<file path="src/rtl/ray_result_collector.sv">
// Purpose: drains finished pixel results from per-core FIFOs in round-robin order and writes them to the framebuffer.
// Latency: one cycle from a non-empty FIFO head at the scan pointer to fb_wr_valid; at best one pixel every two cycles.
// Backpressure: while fb_wr_ready is low the pending write holds addr/data and no further FIFO is popped.
module ray_result_collector #(
  parameter int RAY_CORE_SIZE = 4,
  parameter int COORD_W       = 10,
  parameter int FB_WIDTH      = 160,
  parameter int FB_HEIGHT     = 120,
  parameter int COLOR_W       = 24,
  parameter int ADDR_W        = 15
) (
  input  logic                               clk,
  input  logic                               reset,
  input  logic                               frame_start,
  input  logic [RAY_CORE_SIZE-1:0]           core_empty,
  input  logic [RAY_CORE_SIZE*COORD_W-1:0]   core_x,
  input  logic [RAY_CORE_SIZE*COORD_W-1:0]   core_y,
  input  logic [RAY_CORE_SIZE*COLOR_W-1:0]   core_color,
  output logic [RAY_CORE_SIZE-1:0]           core_rd_en,
  output logic                               fb_wr_valid,
  output logic [ADDR_W-1:0]                  fb_wr_addr,
  output logic [COLOR_W-1:0]                 fb_wr_data,
  input  logic                               fb_wr_ready,
  output logic [ADDR_W-1:0]                  pixel_count,
  output logic                               frame_finished,
  output logic                               err_oob
);

  localparam int                CUR_W    = (RAY_CORE_SIZE > 1) ? $clog2(RAY_CORE_SIZE) : 1;
  localparam logic [ADDR_W-1:0] FB_W_A   = ADDR_W'(FB_WIDTH);
  localparam logic [ADDR_W-1:0] TOTAL    = ADDR_W'(FB_WIDTH * FB_HEIGHT);
  localparam logic [CUR_W-1:0]  CUR_LAST = CUR_W'(RAY_CORE_SIZE - 1);

  typedef enum logic [1:0] {IDLE, SCAN, WRITE, DONE} state_t;

  state_t             state;
  logic [CUR_W-1:0]   cur;
  logic [CUR_W-1:0]   cur_next;
  logic [COORD_W-1:0] head_x;
  logic [COORD_W-1:0] head_y;
  logic [COLOR_W-1:0] head_color;
  logic               head_vld;
  logic               in_range;
  logic [ADDR_W-1:0]  head_addr;
  logic [ADDR_W-1:0]  pixel_count_inc;

  // Head-of-FIFO view for the core under the scan pointer, and its linear address.
  // Address math wraps in ADDR_W bits; only in-range results are ever written, so no overflow reaches the port.
  always_comb begin
    head_x          = core_x[int'(cur)*COORD_W +: COORD_W];
    head_y          = core_y[int'(cur)*COORD_W +: COORD_W];
    head_color      = core_color[int'(cur)*COLOR_W +: COLOR_W];
    head_vld        = !core_empty[cur];
    in_range        = (int'(head_x) < FB_WIDTH) && (int'(head_y) < FB_HEIGHT);
    head_addr       = ADDR_W'(head_y) * FB_W_A + ADDR_W'(head_x);
    pixel_count_inc = pixel_count + ADDR_W'(1);
    cur_next        = (cur == CUR_LAST) ? '0 : cur + CUR_W'(1);
  end

  // Pop strobe is combinational so the FIFO advances on the same edge the head is latched.
  always_comb begin
    core_rd_en = '0;
    if (state == SCAN && head_vld) begin
      core_rd_en[cur] = 1'b1;
    end
  end

  // Collection FSM: scan pointer, pending write register, pixel counter and sticky flags.
  always_ff @(posedge clk) begin
    if (reset) begin
      state          <= IDLE;
      cur            <= '0;
      pixel_count    <= '0;
      frame_finished <= 1'b0;
      fb_wr_valid    <= 1'b0;
      err_oob        <= 1'b0;
      fb_wr_addr     <= '0;
      fb_wr_data     <= '0;
    end else begin
      case (state)
        IDLE: begin
          if (frame_start) begin
            state       <= SCAN;
            pixel_count <= '0;
            err_oob     <= 1'b0;
            cur         <= '0;
          end
        end
        SCAN: begin
          // The pointer moves every scan cycle, popped or not, so no core can be starved.
          cur <= cur_next;
          if (head_vld) begin
            fb_wr_addr <= head_addr;
            fb_wr_data <= head_color;
            if (in_range) begin
              state       <= WRITE;
              fb_wr_valid <= 1'b1;
            end else begin
              err_oob <= 1'b1;
            end
          end
        end
        WRITE: begin
          if (fb_wr_ready) begin
            fb_wr_valid <= 1'b0;
            pixel_count <= pixel_count_inc;
            if (pixel_count_inc == TOTAL) begin
              state          <= DONE;
              frame_finished <= 1'b1;
            end else begin
              state <= SCAN;
            end
          end
        end
        DONE: begin
          if (frame_start) begin
            state          <= SCAN;
            pixel_count    <= '0;
            err_oob        <= 1'b0;
            frame_finished <= 1'b0;
          end
        end
        default: state <= IDLE;
      endcase
    end
  end

endmodule

</file>
<file path="config.mk">
export PLATFORM = sky130hd
export DESIGN_NAME = ray_result_collector
export DESIGN_NICKNAME = d
export VERILOG_FILES = /design/src/rtl/ray_result_collector.sv
export SDC_FILE = /design/constraint.sdc
export NUM_CORES = 1
export LEC_CHECK = 0
export BUFFER_PORTS_ARGS = -buffer_cell sky130_fd_sc_hd__clkbuf_2
export CORE_MARGIN = 8
export CORE_UTILIZATION = 41
export DETAILED_ROUTE_END_ITERATION = 12
export PLACE_DENSITY = 0.8
export SLEW_MARGIN = 30
export SYNTH_ARGS = -nofsm -noshare
export SYNTH_HDL_FRONTEND = slang
export SYNTH_SLANG_ARGS = --single-unit
</file>
<file path="constraint.sdc">
create_clock -name clk -period 3.37 [get_ports clk]
set_clock_uncertainty 0.05 [all_clocks]
set_input_delay 0.1685 -clock clk [delete_from_list [all_inputs] [get_ports clk]]
set_output_delay 0.1685 -clock clk [all_outputs]
set_load 0.01 [all_outputs]
</file>
==> run metrics, run 1 <==
TritonCTS clock tree built; initial antenna violation count 0; Die X 120 um; Worst EP required 3550 ps; minimum clock period 3190 ps; Num CTS Buffers 9; pin count of the biggest net entering global routing 39; max-cap viol count 0; Reg power frac 24.8%; status complete, no violations; nature of the critical path startpoint flip-flop; Worst Path Max Fanout 6; worst skew pair latency about 330 ps; die height roughly 120 um; R2R Path End fb_wr_addr[14]; Syn Std Cell Area roughly 4500 um^2; post-synthesis sequential area ratio ~27%; number of nets in the layout 933; dpl ws 32.2 ps; HPWL after DPL 13.1 mm; I/O pin count 245; # hold bufs at CTS 0; Fin. Hold Viols 0; clock power share between 10% and 20%; top_reg_cell synth dfxtp_1; hold endpoint frame_finished; Cell variety after synth between 50 and 60; H-tree depth 3; Rows 38; Sw Pwr 1.50 mW; first drt pass iteration count 5; DRT iter0 DRCs 393; initial core utilization 41.6%; slew of the pin with the lowest slew margin approximately 800 ps; fmax about 0.31 GHz; placed cell area 5820 um^2; Period Utilization, post-route a little over nine tenths; post-route cell area 6080 um^2; Root Buffer clkbuf_8; Peak supply drop 0.000331 V; syn nets 696; routing usage on met3 about 7%; cell count after placement 847; GR Overflow Total 0; combinational cell fraction of total power 57.3%; met2 usage in global routing 38.4%; Synthesis Warnings 0; Crit path max-delay family compound AO/OA/AOI/OAI gates; cell leakage power 2.67 nW; Pins Over Slew Limit 0; Hold Crit Class in -> reg; Mapped Cells 482; Placer Congestion a little over 0.9; Clock Tree Buf Depth 2; Detailed Route WL 15.8 mm; synthesis-to-finish area growth 36.6%; die area between 10000 and 15000 um^2; gr busiest metal met2; Syn Area/Cell ~9.2 um^2; Arr. time, crit path between 3000 and 4000 ps; fin cells ~860; GRT Total Usage 21.5%; #FFs+latches synth 61; Slew Limit Headroom 46.4%; slowest CP cell mux4_2; # DRC 0; met1 Use GR 23.4%; setup TNS 0 ps; Worst Path Buf+Inv 1; PD cells 612 nW/um^2; HP Start frame_start; Min-Delay Path Depth 3; Crit. Startpoint cur[0]; CTS Sinks 61; Final Setup Violations 0; Ant. Diodes 0; final core utilization 56.9%; Worst path max stage delay 520 ps; post-route ant nets 0; drt wl/cell 18.3 um; CP Cell Sequence buf_4, mux4_2, ha_1, ha_1, a211oi_1, nor2_1, o311ai_2, nand4b_1, xnor2_1, a211oi_2; number of synthesized flops with an enable pin 0; Worst Setup End Kind flip-flop; most frequent CP cell ha_1; Core ar. 10700 um^2; fill count 930; Setup WS post-layout 176 ps; worst reg2reg startpoint cur[0]; FFs w/ async S/R, synth 0%; kind of critical path reg -> reg; fraction of final layout cells sized beyond drive strength 1 a little under half; clk slew on worst S/H paths about 70 ps; Sw Ratio 40.4%; vias in the first global route 5070; Reg2Reg Setup Slack 180 ps; DR vias 4742; FF-to-FF path depth 10; Vias/cell between 5 and 6; first-pass GRT wire length 25.2 mm; P_int 2.22 mW; I/O Buffers 244
how the worst max path moves through the flow:
stage / endpoint / slack, ps / cells past startpoint
final: fb_wr_addr[14] / 180 / 10
after CTS: fb_wr_addr[13] / 30 / 11
after global routing: fb_wr_addr[14] / -7 / 10
after detailed placement: fb_wr_addr[14] / 30 / 10
after global placement: fb_wr_addr[13] / 100 / 10
after floorplan: fb_wr_addr[13] / 30 / 12
metal layers:
| layer | part of all wire, % | vias to the layer above |
|---|---|---|
| met5 | 0 | - |
| met4 | 2.7 | 0 |
| met3 | 7.8 | 26 |
| met2 | 51 | 215 |
| met1 | 39 | 2238 |
| li1 | - | 2263 |
power by group through the flow:
| stage | Combinational (mW) | Clock (mW) | Sequential [mW] |
|---|---|---|---|
| 2_1_floorplan | 1.41 | 0 | 0.961 |
| 3_3_place_gp | 1.97 | 0 | 0.929 |
| 3_5_place_dp | 2.03 | 0 | 0.937 |
| 4_1_cts | 2.05 | 0.678 | 0.921 |
| 5_1_grt | 2.35 | 0.717 | 0.939 |
| 6_report | 2.13 | 0.667 | 0.924 |
what timing repair did:
| action | in CTS | in global routing |
|---|---|---|
| setup buffers | 0 | 1 |
| gates resized for setup | 1 | 10 |
| setup endpoints to repair | 1 | 4 |
| hold endpoints to repair | 0 | 0 |
| pin swaps | 0 | 1 |
sequential cells by signal, indices dropped and copies added, names as in the netlist:
signal,flops
fb_wr_valid,1
err_oob,1
frame_finished,1
cur,2
state,2
fb_wr_addr,15
pixel_count,15
fb_wr_data,24
cell type report:
class	count	area (um^2)	area share [%]
repair buffers	259	1350	22.1
well taps	140	175	2.88
clock buffers	11	151	2.49
flip-flops and latches	61	1230	20.2
multi-input cells	372	3080	50.6
inverters	16	60.1	0.987
clock inverters	4	47.5	0.782
per-stage QoR:
step                hold WS [ps]  power (mW)
global placement             393        2.90
global route                 170        4.01
floorplan                    332        2.37
detailed placement           399        2.97
finish                       161        3.72
CTS                          140        3.65
placed cells by master, fill, tap and decap left out, types with 5 or more instances in the layout:
cell type / instances
a211oi_1: 8
a21oi_1: 52
a311oi_1: 9
and2_1: 6
buf_4: 13
clkbuf_2: 244
clkbuf_8: 11
dfxtp_1: 59
ha_1: 26
inv_1: 16
mux4_2: 45
nand2_1: 85
nand2b_1: 5
nand3_1: 6
nand4_1: 9
nor2_1: 33
o21ai_0: 15
xnor2_1: 5
xor2_1: 6
cells in the mapped netlist (8+ instances only):
master | number | area (um^2)
ha_1 | 28 | 350
a21oi_1 | 54 | 270
nand2_1 | 85 | 319
dfxtp_1 | 61 | 1220
clkbuf_1 | 21 | 78.8
nor2_1 | 33 | 124
nand4_1 | 9 | 56.3
mux4_2 | 44 | 991
o21ai_0 | 15 | 75.1
a311oi_1 | 9 | 78.8
buf_2 | 9 | 45.0
a211oi_1 | 8 | 60.1
inv_1 | 16 | 60.1
cells by family (layout without fill, tap and decap cells):
family          after synthesis  after routing  share of synthesized area (%)
xor+xnor                     12             12                           2.36
flops                        61             61                           27.4
buf+inv                      49            290                           4.63
compound gates              113            113                           15.8
fa+ha+maj                    30             30                           8.76
mux                          47             47                           23.4
simple gates                170            170                           17.6
worst register-to-register path, cell delays in order (launching register included):
cell      delay [ps]
dfxtp_4          410
buf_4            140
mux4_2           520
ha_1             340
ha_1             330
a211oi_1         340
nor2_1           130
o311ai_2         310
nand4b_1         160
xnor2_1          160
a211oi_2         210
No activity file was read; power rests on OpenSTA's default activity.
==> inputs of run 2 (changes only) <==
- REMOVE_ABC_BUFFERS: unset -> 1
- SKIP_LAST_GASP: unset -> 1
==> run 2 against run 1 <==
- final cell count is 0.23% higher
- first-iteration DRC count is 14% lower
- worst setup slack worse by 87 ps
- design area is 1.2% lower
- via count is 0.38% lower
- sequential cell count stayed put
- critical path depth stayed put
- die area stayed put
- power is 4.3% lower
- clock power is 16% lower
- combinational power is 2% lower
- largest cell class unchanged
- largest power group unchanged
==> run metrics, run 2 (synthesis gave the netlist of run 1 again) <==
FF/Latch Area 1230 um^2 (unchanged); Final Setup Violations 0 (unchanged); Rows 38 (unchanged); Slew Limit Headroom 54.9% (+8.5 points); met1 Use GR 24.1% (+0.72 points); gr busiest metal met2; Ant. Diodes 0 (unchanged); Fin. Hold Viols 0 (unchanged); max-cap viol count 0 (unchanged); minimum clock period 3280 ps (+87.0 ps); Num CTS Buffers 9 (unchanged); die height 120 um (unchanged); max FFs per register 24 (unchanged); CTS Sinks 61 (unchanged); # DRC 0 (unchanged); kind of critical path reg -> reg; initial core utilization 41.6% (unchanged); first-pass GRT wire length 24.7 mm (-2.0%); worst hold slack 184 ps (+23.2 ps); status complete, no violations; Core ar. 10700 um^2 (unchanged); DRT iter0 DRCs 339 (-14%); met2 usage in global routing 37.1% (-1.3 points); worst skew pair latency 340 ps (about the same); dpl ws -66.5 ps (-98.6 ps); synthesis-to-finish area growth 34.9%; I/O pin count 245 (unchanged); post-route ant nets 0 (unchanged); initial antenna violation count 0 (unchanged); pin count of the biggest net entering global routing 33 (-15%); Period Utilization, post-route 97.4% (+2.6 points); fraction of final layout cells sized beyond drive strength 1 46.1% (-0.40 points); Placer Congestion 0.906 (-1.1%); GRT Total Usage 21.1% (-0.42 points); Die X 120 um (unchanged); DR vias 4724 (-0.38%); Setup WS post-layout 89.2 ps (-87.0 ps); Worst Path Max Fanout 9 (+3); fmax 0.305 GHz (-2.7%); vias in the first global route 5016 (-1.1%); routing usage on met3 6.06% (-0.89 points); Arr. time, crit path 3500 ps (+120 ps); Root Buffer clkbuf_8; top flop regs fb_wr_data x24, fb_wr_addr x15, pixel_count x15; drt wl/cell 17.9 um (-2.0%); slew of the pin with the lowest slew margin 677 ps (-127 ps); I/O Buffers 244 (unchanged); first drt pass iteration count 6 (+1); die area 14500 um^2 (unchanged); Worst EP required 3590 ps (+40 ps); Detailed Route WL 15.5 mm (-1.8%); multi-input logic area 3050 um^2 (-1.0%); Vias/cell 5.46 (-0.61%); Peak supply drop 0.000427 V (+29%); Worst Setup End Kind flip-flop; Clock Tree Buf Depth 2 (unchanged); Top reg by flops fb_wr_data; GR Overflow Total 0 (unchanged); TritonCTS clock tree built; Pins Over Slew Limit 0 (unchanged); HPWL after DPL 12.8 mm (-2.8%); clk slew on worst S/H paths 80 ps (about the same); H-tree depth 3 (unchanged); nature of the critical path startpoint flip-flop; RSZ-0062 raised after global routing true; commonest non-fill, non-tap cells in the layout clkbuf_2 (244), nand2_1 (85), dfxtp_1 (59); PD cells 593 nW/um^2 (-3.1%); most common cell after layout, fill and taps aside clkbuf_2; fill count 1005 (+8.1%); cell leakage power 2.65 nW (-0.70%); Power Total 3.56 mW (-4.3%); Hold Crit Class in -> reg; number of nets in the layout 934 (+0.11%)
run 2: cell count changes in the layout (fill, tap and decap cells not counted), moves of 2 or more:
cell,change
clkbuf_1,+2
ha_4,-2
buf_4,+3
clkinv_2,+2
clkbuf_8,-2
run 2: critical path, cell delays in order, from the launching register on:
cell and delay, ps:
dfxtp_4 420, buf_4 170, mux4_2 540, ha_1 340
ha_2 390, nor2b_2 180, or3b_2 450, o311ai_1 150
nand4b_1 170, xnor2_1 160, a211oi_2 200
run 2: per-layer routing:
| layer | routed length (um) | vias up |
|---|---|---|
| met3 | 1210 | 23 |
| met5 | 0 | - |
| met1 | 6050 | 2232 |
| li1 | - | 2270 |
| met2 | 7970 | 199 |
| met4 | 292 | 0 |
run 2: final timing paths:
path,startpoint,endpoint,slack [ps],cells past startpoint
min reg2reg,fb_wr_data[17],fb_wr_data[17],410,2
max,cur[0],fb_wr_addr[14],90,10
min,frame_start,frame_finished,180,3
max reg2reg,cur[0],fb_wr_addr[14],90,10
run 2: cell type report:
type / count / share of cell area [%]
clock buffer: 11 / 2.19
clock inverter: 5 / 0.458
inverter: 16 / 1.00
multi-input combinational: 372 / 50.7
sequential: 61 / 20.4
tap: 140 / 2.92
timing repair buffer: 260 / 22.3
run 2: per-stage QoR:
step	std cells	instance area, um^2	setup TNS (ps)	util, %
floorplan	449	4310	-60860	-
global placement	846	5810	0	54.4
detailed placement	846	5810	-66.5	54.4
CTS	865	5990	0	56.0
global route	865	6010	-93.9	56.2
finish	865	6010	0	56.2
run 2: repair_timing:
item,4_1_cts,5_1_grt
cloned,0,0
hold endpoints to repair,0,0
hold buffers,0,0
setup buffers,3,0
resized for setup,1,5
endpoints found under the setup margin,2,3
run 2: power breakdown:
group | leakage, nW | switching [mW] | internal [mW] | total, mW
clock | 0.0829 | 0.300 | 0.262 | 0.562
combinational | 2.07 | 1.11 | 0.971 | 2.08
sequential | 0.496 | 0.0835 | 0.837 | 0.921
==> inputs of run 3 (changes only) <==
- PLACE_DENSITY: 0.8 -> 0.77
- clock period: 3.37 -> 4.2 ns (I/O delays scaled with it)
==> run 3 against run 2 <==
- die area did not move
- maximum frequency shrank 6.4%
- sequential power fell by 19%
- sequential share of layout area up 0.12 points
- sequential cell count is the same
- utilization shrank 0.32 points
- non-clock buffer count fell by 8
- largest power group unchanged
==> run metrics, run 3 (synthesis gave the netlist of run 1 again) <==
status complete, no violations; post-cts sizing count 0 (-1); Min-Delay Path Depth 3 (unchanged); Peak supply drop 0.000237 V (-44%); Vias/cell 5.46 (about the same); Sw Ratio 40.7% (-1.1 points); die height 120 um (unchanged); Reg power frac 26.2% (+0.4 points); Worst Path Max Fanout 15 (+6); Period Utilization, post-route 83.5% (-14 points); max FFs per register 24 (unchanged); worst skew pair latency 340 ps (about the same); Power Total 2.85 mW (-20%); fmax 0.285 GHz (-6.4%); GRT Total Usage 21.0% (about the same); Clock Tree Buf Depth 2 (unchanged); Setup Buffers After CTS 0 (-3); commonest non-fill, non-tap cells in the layout clkbuf_2 (244), nand2_1 (85), dfxtp_1 (59); top flop regs fb_wr_data x24, fb_wr_addr x15, pixel_count x15; first-pass GRT wire length 24.6 mm (-0.70%); DRT iter0 DRCs 234 (-31%); HPWL after DPL 12.8 mm (about the same); clk slew on worst S/H paths 70 ps (about the same); Die X 120 um (unchanged); Num CTS Buffers 9 (unchanged); kind of critical path reg -> reg; Final Setup Violations 0 (unchanged); # hold bufs at CTS 0 (unchanged); TritonCTS clock tree built; Fin. Hold Viols 0 (unchanged); CTS Sinks 61 (unchanged); Top reg by flops fb_wr_data; GR Overflow Total 0 (unchanged); max-cap viol count 0 (unchanged); Worst Setup End Kind flip-flop; Detailed Route WL 15.5 mm (about the same); pin count of the biggest net entering global routing 62 (+88%); Core ar. 10700 um^2 (unchanged); Slew Limit Headroom 52.2% (-2.7 points); # DRC 0 (unchanged); I/O pin count 245 (unchanged); slew of the pin with the lowest slew margin 715 ps (+38.2 ps); die area 14500 um^2 (unchanged); number of nets in the layout 926 (-0.86%); DR vias 4678 (-0.97%); combinational cell fraction of total power 54.8% (-3.6 points); drt wl/cell 18.1 um (+1.0%); cell leakage power 2.63 nW (-0.80%); post-route ant nets 0 (unchanged); Root Buffer clkbuf_8; RSZ-0062 raised after global routing false; FF-to-FF path depth 10 (unchanged); I/O Buffers 244 (unchanged); minimum clock period 3510 ps (+225 ps); Placer Congestion 0.910 (+0.43%); Arr. time, crit path 3710 ps (+210 ps); first drt pass iteration count 4 (-2); Hold Crit Class in -> reg; PD cells 477 nW/um^2 (-20%); H-tree depth 3 (unchanged); most common cell after layout, fill and taps aside clkbuf_2; setup TNS 0 ps (unchanged); Sw Pwr 1.16 mW (-22%); initial core utilization 41.6% (unchanged); Rows 38 (unchanged); fraction of final layout cells sized beyond drive strength 1 45.0% (-1.1 points); P_int 1.69 mW (-18%); nature of the critical path startpoint flip-flop; initial antenna violation count 0 (unchanged); vias in the first global route 4962 (-1.1%); synthesis-to-finish area growth 34.1%; Worst EP required 4400 ps (+810 ps); clock power share 18.9% (+3.1 points); Ant. Diodes 0 (unchanged); fill count 1003 (-0.20%); Pins Over Slew Limit 0 (unchanged)
[run 3: cell types whose count changed in the layout (fill, tap and decap cells not counted), moves of 2 or more]
cell	previous run	this run
buf_4	16	8
clkbuf_8	9	11
clkinv_2	4	2
clkbuf_1	2	0
[run 3: cell type report]
type	count	area [um^2]	area share, %
Clock buffer	11	151	2.53
Clock inverter	4	46.3	0.775
Inverter	16	60.1	1.01
Multi-Input combinational cell	372	3030	50.8
Sequential cell	61	1230	20.5
Tap cell	140	175	2.93
Timing Repair Buffer	252	1280	21.4
[run 3: power groups by stage]
stage / logic [mW] / clock network [mW] / registers, mW
floorplan: 1.03 / 0 / 0.837
global placement: 1.52 / 0 / 0.756
detailed placement: 1.56 / 0 / 0.762
CTS: 1.58 / 0.552 / 0.749
global route: 1.74 / 0.585 / 0.763
finish: 1.56 / 0.540 / 0.747
[run 3: worst paths after layout]
kind	start	end	slack, ps
worst min-delay path	frame_start	frame_finished	210
worst min register to register	fb_wr_addr[5]	fb_wr_addr[5]	410
worst max register to register	cur[0]	fb_wr_addr[13]	690
worst max-delay path	cur[0]	fb_wr_addr[13]	690
[run 3: layer usage]
| metal | part of all wire (%) | track usage (%) | vias up | routed length [um] |
|---|---|---|---|---|
| met5 | 0 | 0 | - | 0 |
| met4 | 2.0 | 6.79 | 0 | 311 |
| met3 | 8.0 | 5.59 | 21 | 1250 |
| met2 | 51 | 37.0 | 206 | 7930 |
| met1 | 39 | 24.4 | 2202 | 6030 |
| li1 | - | - | 2249 | - |
[run 3: critical path, cell delays in order (launching register included)]
cell	delay, ps
dfxtp_4	510
mux4_1	660
ha_1	330
ha_1	240
fa_1	420
a21o_1	180
a21oi_1	220
xnor2_1	210
o2111ai_1	180
xor2_1	170
a211oi_1	250
[run 3: stage by stage]
stage	hold slack (ps)	instance area (um^2)	instances	util, %	setup WS, ps
floorplan	222	4310	449	-	-737
global placement	392	5780	841	54.0	802
detailed placement	397	5780	841	54.0	690
CTS	191	5970	856	55.8	675
global route	220	5970	856	55.8	478
finish	208	5970	856	55.8	694
